## config.mk

```make
export PLATFORM = sky130hd
export DESIGN_NAME = spi_master_multi
export DESIGN_NICKNAME = d
export VERILOG_FILES = /design/src/rtl/spi_master_multi.sv
export SDC_FILE = /design/constraint.sdc
export NUM_CORES = 1
export LEC_CHECK = 0
export ABC_AREA = 1
export CAP_MARGIN = 20
export CORE_MARGIN = 2
export CORE_UTILIZATION = 40
export DETAILED_ROUTE_END_ITERATION = 8
export GPL_TIMING_DRIVEN = 0
export SETUP_SLACK_MARGIN = 0.5
export SYNTH_ARGS = -nofsm -noshare
export SYNTH_HDL_FRONTEND = slang
export SYNTH_SLANG_ARGS = --single-unit
```

## constraint.sdc

```tcl
create_clock -name clk -period 1.7 [get_ports clk]
set_input_delay 0.51 -clock clk [delete_from_list [all_inputs] [get_ports clk]]
set_output_delay 0.51 -clock clk [all_outputs]
set_load 0.01 [all_outputs]
```

## src/rtl/spi_master_multi.sv

```systemverilog
// spi_master_multi: SPI master with runtime cpol/cpha/bit order and NUM_CS decoded selects; define SPI_LOOPBACK_EN to sample mosi instead of miso.
// Latency: done pulses (2*DATA_W+2)*CLK_DIV clk cycles after the accepting edge; dout updates on that same edge.
// Backpressure: ready is high only in IDLE; newd is ignored in every other state (a request on the done cycle is accepted).
module spi_master_multi #(
    parameter int DATA_W  = 12,
    parameter int CLK_DIV = 10,
    parameter int NUM_CS  = 1,
    localparam int CSW    = (NUM_CS > 1) ? $clog2(NUM_CS) : 1
) (
    input  logic              clk,
    input  logic              rst,
    input  logic              newd,
    input  logic [DATA_W-1:0] din,
    input  logic [CSW-1:0]    cs_sel,
    input  logic              cpol,
    input  logic              cpha,
    input  logic              lsb_first,
    input  logic              miso,
    output logic              ready,
    output logic              done,
    output logic [DATA_W-1:0] dout,
    output logic              sclk,
    output logic              mosi,
    output logic [NUM_CS-1:0] cs_n
);
    localparam int DIV_W = (CLK_DIV > 1) ? $clog2(CLK_DIV) : 1;
    localparam int TG_W  = $clog2(2 * DATA_W);
    localparam logic [DIV_W-1:0] DIV_LAST = DIV_W'(CLK_DIV - 1);
    localparam logic [TG_W-1:0]  TG_LAST  = TG_W'(2 * DATA_W - 1);

    typedef enum logic [1:0] {IDLE, LEAD, XFER, TRAIL} state_t;

    state_t            state;
    logic [DIV_W-1:0]  div;
    logic [TG_W-1:0]   tcnt;
    logic [DATA_W-1:0] txr;
    logic [DATA_W-1:0] rxr;
    logic              l_cpha;
    logic              l_lsb;

    logic              div_end;
    logic              lead_edge;
    logic              last_edge;
    logic              samp_bit;
    logic              out_cur;
    logic              out_nxt;
    logic [DATA_W-1:0] tx_shift;
    logic [DATA_W-1:0] rx_next;
    logic [NUM_CS-1:0] cs_dec;

`ifdef SPI_LOOPBACK_EN
    logic miso_unused;
    assign miso_unused = miso;
    assign samp_bit    = mosi;
`else
    assign samp_bit    = miso;
`endif

    always_comb begin
        div_end   = (div == DIV_LAST);
        // Even toggle count means the next sclk toggle is a leading edge.
        lead_edge = ~tcnt[0];
        last_edge = (tcnt == TG_LAST);
        tx_shift  = l_lsb ? {1'b0, txr[DATA_W-1:1]} : {txr[DATA_W-2:0], 1'b0};
        out_cur   = l_lsb ? txr[0] : txr[DATA_W-1];
        out_nxt   = l_lsb ? txr[1] : txr[DATA_W-2];
        rx_next   = l_lsb ? {samp_bit, rxr[DATA_W-1:1]} : {rxr[DATA_W-2:0], samp_bit};
        // An out-of-range index matches no bit, leaving every select high.
        for (int i = 0; i < NUM_CS; i++) begin
            cs_dec[i] = (int'(cs_sel) != i);
        end
    end

    always_ff @(posedge clk) begin
        if (rst) begin
            state  <= IDLE;
            div    <= '0;
            tcnt   <= '0;
            txr    <= '0;
            rxr    <= '0;
            l_cpha <= 1'b0;
            l_lsb  <= 1'b0;
            sclk   <= 1'b0;
            mosi   <= 1'b0;
            cs_n   <= '1;
            ready  <= 1'b1;
            done   <= 1'b0;
            dout   <= '0;
        end else begin
            done <= 1'b0;
            case (state)
                IDLE: begin
                    sclk <= cpol;
                    if (newd) begin
                        state  <= LEAD;
                        ready  <= 1'b0;
                        div    <= '0;
                        tcnt   <= '0;
                        txr    <= din;
                        rxr    <= '0;
                        l_cpha <= cpha;
                        l_lsb  <= lsb_first;
                        cs_n   <= cs_dec;
                        mosi   <= cpha ? 1'b0 : (lsb_first ? din[0] : din[DATA_W-1]);
                    end
                end
                LEAD: begin
                    if (div_end) begin
                        div   <= '0;
                        state <= XFER;
                    end else begin
                        div <= div + DIV_W'(1);
                    end
                end
                XFER: begin
                    if (div_end) begin
                        div  <= '0;
                        sclk <= ~sclk;
                        tcnt <= tcnt + TG_W'(1);
                        // cpha=0 samples on leading edges, cpha=1 on trailing edges.
                        if (lead_edge != l_cpha) begin
                            rxr <= rx_next;
                        end
                        if (l_cpha && lead_edge) begin
                            mosi <= out_cur;
                            txr  <= tx_shift;
                        end else if (!l_cpha && !lead_edge && !last_edge) begin
                            mosi <= out_nxt;
                            txr  <= tx_shift;
                        end
                        if (last_edge) begin
                            state <= TRAIL;
                        end
                    end else begin
                        div <= div + DIV_W'(1);
                    end
                end
                TRAIL: begin
                    if (div_end) begin
                        state <= IDLE;
                        div   <= '0;
                        cs_n  <= '1;
                        dout  <= rxr;
                        done  <= 1'b1;
                        ready <= 1'b1;
                        mosi  <= 1'b0;
                    end else begin
                        div <= div + DIV_W'(1);
                    end
                end
                default: state <= IDLE;
            endcase
        end
    end
endmodule

```

=== Word level (Yosys, flattened, before mapping) ===
Index checks and enable logic that the tools add are counted.

* Word-level logic and storage cells: 92
* Output and inout port bits: 17
* Register bits: 54
* Bits of input ports: 20

* Eq/ne operators: 13
* Mux-type cells: 41
* Reduce and logical (&&, ||, !) cells: 20
* Add/sub/neg operators: 2
* Bitwise operators: 3

{| class="wikitable"
|+ Operators by type and width
! kind !! count
|-
| $mux W12 || 9
|-
| $pmux W12 S2 || 2
|-
| $mux W1 || 14
|-
| $ne A2 B2 Y1 const B || 6
|-
| $mux W2 || 5
|-
| $mux W5 || 2
|-
| $pmux W5 S2 || 1
|-
| $reduce_and A5 Y1 || 2
|-
| $mux W4 || 2
|-
| $pmux W2 S4 || 1
|-
| $pmux W4 S2 || 1
|-
| $reduce_and A4 Y1 || 2
|-
| $pmux W1 S2 || 3
|-
| $reduce_and A2 Y1 || 3
|-
| $reduce_and A3 Y1 || 2
|-
| $add A5 B1 Y5 const B || 1
|-
| $eq A5 B5 Y1 const B || 1
|-
| $add A4 B1 Y4 const B || 1
|-
| $eq A2 B2 Y1 const B || 2
|-
| $eq A4 B4 Y1 const B || 1
|-
| $reduce_bool A2 Y1 || 2
|-
| $logic_and A1 B1 Y1 || 3
|-
| $ne A3 B3 Y1 const B || 1
|-
| $not A1 Y1 || 3
|-
| 8 further kinds || 9
|}

=== Logic depth before layout (Yosys ltp) ===
* Depth after elaboration: 7
* Depth in mapped cells: 12
* Gate-level depth less buffers: 11

=== Worst setup path after synthesis ===
OpenSTA, ideal clock, no wires.

* Path kind: register -> register
* Start: reg state[0]
* End: reg rxr[10]
* Slack: 115 ps
* Setup time: 113 ps
* Data arrival time: 1473 ps
* Data required time: 1587 ps
* Buffers on the path: 2
* Stages on the path, launching flop included: 13
* Clock period less this slack: 1585 ps
* Path through: dfxtp_1 > inv_1 > ha_1 > buf_4 > inv_2 > nand2_2 > nand2_4 > nor2_8 > nand2_4 > buf_6 > nand2_2 > nand2_1 > nor2_1

* Cells in the longest elaborated chain, start to end: 3
* Elaborated cells between the ends (all ways): 8
* Classes of those cells: eq/ne: 4; mux: 1; reduce/logical: 3

{| class="wikitable"
|+ RTL lines
! element !! RTL line !! text
|-
| from (decl) || 33 || <nowiki>state_t state;</nowiki>
|-
| from (signal assigned) || 76 || <nowiki>state <= IDLE;</nowiki>
|-
| from (signal assigned) || 95 || <nowiki>state <= LEAD;</nowiki>
|-
| from (signal assigned) || 110 || <nowiki>state <= XFER;</nowiki>
|-
| $eq A2 B2 Y1 or $logic_not A2 Y1 (tied branches) || 91 || <nowiki>case (state)</nowiki>
|-
| $ne A2 B2 Y1 (no source line) or $reduce_bool A2 Y1 (tied branches) || - ||
|-
| $reduce_and A4 Y1 (no source line) || - ||
|-
| to (signal assigned) || 122 || <nowiki>rxr <= rx_next;</nowiki>
|-
| to (decl) || 37 || <nowiki>logic [DATA_W-1:0] rxr;</nowiki>
|}

Parallel ways exist; a longest one is shown, timed or not.
A chain may end at the register's enable or synchronous reset.

=== Final worst setup path ===
* Start: reg state[0]
* End: reg rxr[0]

Same word-level chain as after synthesis.

==> out/metrics.cfg <==
[global_routing]
grt_pass1_vias = 2723
grt_max_degree = 18
track_usage_pct = 21.4
gr-total-overflow = 0
antenna_found_initial = 0
grt_pass1_wl_um = 13000

[routing]
vias = 2962
wl_met2_um = 4010
wl_um = 8330
dr_wl_met3_um = 386
drc = 0
drt-wirelength-per-cell_um = 14.0
drt_iter0_drc = 112
drtPass1Iterations = 7
vias_per_cell = 4.96
highest_layer = met4
ant_nets = 0
met1_length_um = 3810

[pwr]
p_comb_share_pct = 62.3
clkPwrFrac_pct = 11.7
p_int_mw = 4.03
p_total_mw = 6.89
swShare_pct = 41.5
ir_drop_uv = 790
p_sw_mw = 2.85
leakagePower_nw = 1.88
seqPwrFrac_pct = 25.9
power_density_nw_per_um2 = 1630

[synthesis]
netlist_instances = 419
yosys_warnings = 0
synth_flop_cell = dfxtp_1
synthArstFlopShare_pct = 0
synth-edff-count = 0
synth.yosys.seq_area_share_pct = 37.4
synth_seq_cells = 54
syn_avg_cell_area_um2 = 6.90
ys_types = 34
netlist_area_um2 = 2890
syn_nets = 449

[placement]
gp_congestion = 0.791
portBuffers = 36
dp_hpwl_um = 5320

[setup_path]
cp_max_fo = 5
rr_worst_depth = 12
crit_required_ns = 1.97
endpoint_kind = register
reg2reg_slack_ns = 0.11
start_kind = register
reg2reg_from = state[0]$_SDFFE_PP0P_
reg2reg_to = rxr[0]$_SDFFE_PP0P_
critical_path_class = reg2reg
cp.arrival_ns = 1.86

[floorplan]
die_w_um = 89.0
placementRows = 30
dieArea_um2 = 7920
start_util_pct = 41.8
coreArea_um2 = 6910
die_h_um = 89.0
ios = 37

[cts]
clk_pin_slew_ns = 0.11
h-tree-depth = 2
cts_hold_buf = 0
cts_buffers = 5
cts_tree = done
clockRootBuffer = clkbuf_8
clockBufferDepth = 2
insertion_delay_ns = 0.32
clkSinkCount = 54

[flow_run]
drv_cap = 0

[finish]
final_nets = 530
multiInputGateArea_um2 = 1750
n_antenna_cell = 0
layout_common_cells = nand2_1, nor2_1, buf_6, a21oi_1, dfxtp_1
drive_gt1_share_pct = 33.1
syn_to_final_growth_pct = 46.5
fill_cells = 643
final_common_cell = nand2_1
final-seq-area_um2 = 1120

[sta]
setup_viol = 0
period_share_pct = 93.8
max_slew_margin_pct = 67.6
slew_violations = 0
skew_ns = 0.00740
hold_viol_final = 0
tightestPinTransition_ns = 0.483
rsz0062_at_grt = true
period_minus_slack_ns = 1.59
whs_ns = 0.476
max_freq_ghz = 0.627

[worst_hold_path]
hold_class = reg2reg
hold_depth = 2
min_to = cs_n$_SDFFE_PP1P_
holdCritStartpoint = cs_n$_SDFFE_PP1P_

[status]
status = complete, no violations

-- repair_timing --
| action | 4_1_cts | 5_1_grt |
|---|---|---|
| resized for setup | 170 | 20 |
| gates cloned | 4 | 2 |
| endpoints found under the setup margin | 70 | 70 |
| pin swaps | 15 | 14 |
| setup buffers | 26 | 6 |
-- area by class of cell --
cell class / instances / share of cell area, %
timing repair buffer: 74 / 18.5
sequential: 54 / 26.4
multi-input combinational: 305 / 41.4
buffer: 20 / 4.26
clock inverter: 2 / 0.355
inverter: 40 / 4.26
tap: 96 / 2.84
clock buffer: 6 / 1.95
-- critical path, stage by stage (launching register included) --
cell and delay [ns]:
dfxtp_4 0.38, inv_4 0.05, ha_4 0.15, buf_8 0.13, nand2_4 0.10, nand2_8 0.07, nor2_8 0.13, nand2_4 0.07
buf_12 0.13, buf_6 0.11, nand2_1 0.04, nand2_1 0.04, nor2_1 0.12
-- power groups by stage --
stage / Clock [mW] / Sequential, mW / Combinational [mW]
floorplan: 0 / 1.77 / 2.14
global placement: 0 / 1.79 / 2.73
detailed placement: 0 / 1.79 / 2.77
CTS: 0.821 / 1.78 / 3.90
global route: 0.867 / 1.82 / 4.67
finish: 0.809 / 1.79 / 4.29
-- how the worst max path moves through the flow --
stage                                startpoint                   to  slack [ns]
after floorplan           state[0]$_SDFFE_PP0P_  rxr[0]$_SDFFE_PP0P_        0.25
after global placement                      rst  txr[2]$_SDFFE_PP0P_       -0.54
after detailed placement                    rst  div[2]$_SDFFE_PP0N_       -0.53
after CTS                 state[0]$_SDFFE_PP0P_  rxr[3]$_SDFFE_PP0P_        0.12
after global routing      state[0]$_SDFFE_PP0P_  rxr[0]$_SDFFE_PP0P_        0.03
final                     state[0]$_SDFFE_PP0P_  rxr[0]$_SDFFE_PP0P_        0.11
-- cells in the mapped netlist, types with 2 or more instances --
library cell  count  share of area, %
buf_4             4               1.0
mux2i_1           9               3.1
nand3_1          20               3.5
nor2_1           71               9.2
o21ai_0          35               6.1
inv_1            36               4.7
clkbuf_1          6              0.78
a21oi_1          32               5.5
nand2_4           3               1.2
ha_1             10               4.3
nand3b_1          2              0.52
nand2_2           9               1.9
inv_2             3              0.39
o211ai_1          2              0.52
or2_2             2              0.43
dfxtp_1          54                37
nand2_1          95                12
nand3_4           2               1.2
buf_2             9               1.6
-- registers in the layout (all words and copies together), names as in the netlist --
signal  count
done        1
txr        12
cs_n        1
l_cpha      1
rxr        12
div         4
state       2
ready       1
tcnt        5
mosi        1
l_lsb       1
sclk        1
dout       12
-- per-layer routing --
layer	global-route usage, %	vias up
met5	0	-
met4	6.65	0
met3	3.51	11
met1	28.9	1385
li1	-	1501
met2	35.1	65
-- per-stage QoR --
| stage | std cells | setup WS (ns) | util [%] | TNS (ns) | instance area [µm²] |
|---|---|---|---|---|---|
| after floorplan | 419 | 0.249 | - | 0 | 3010 |
| after global placement | 551 | -0.542 | 50.5 | -20.41 | 3490 |
| after detailed placement | 551 | -0.533 | 50.5 | -20.39 | 3490 |
| after CTS | 589 | 0.116 | 59.2 | 0 | 4090 |
| after global routing | 597 | 0.0310 | 61.3 | 0 | 4230 |
| final | 597 | 0.106 | 61.3 | 0 | 4230 |
-- cell families after synthesis --
group / Yosys count / share of synthesized area, %
DFF: 54 / 37.4
AOI/OAI and AO/OA: 77 / 14.1
buffers and inverters: 60 / 8.96
adders and majority gates: 10 / 4.33
muxes: 9 / 3.12
and+or+nand+nor: 208 / 31.8
xor gates and xnor gates: 1 / 0.303
(Power assumes the default switching activity.)
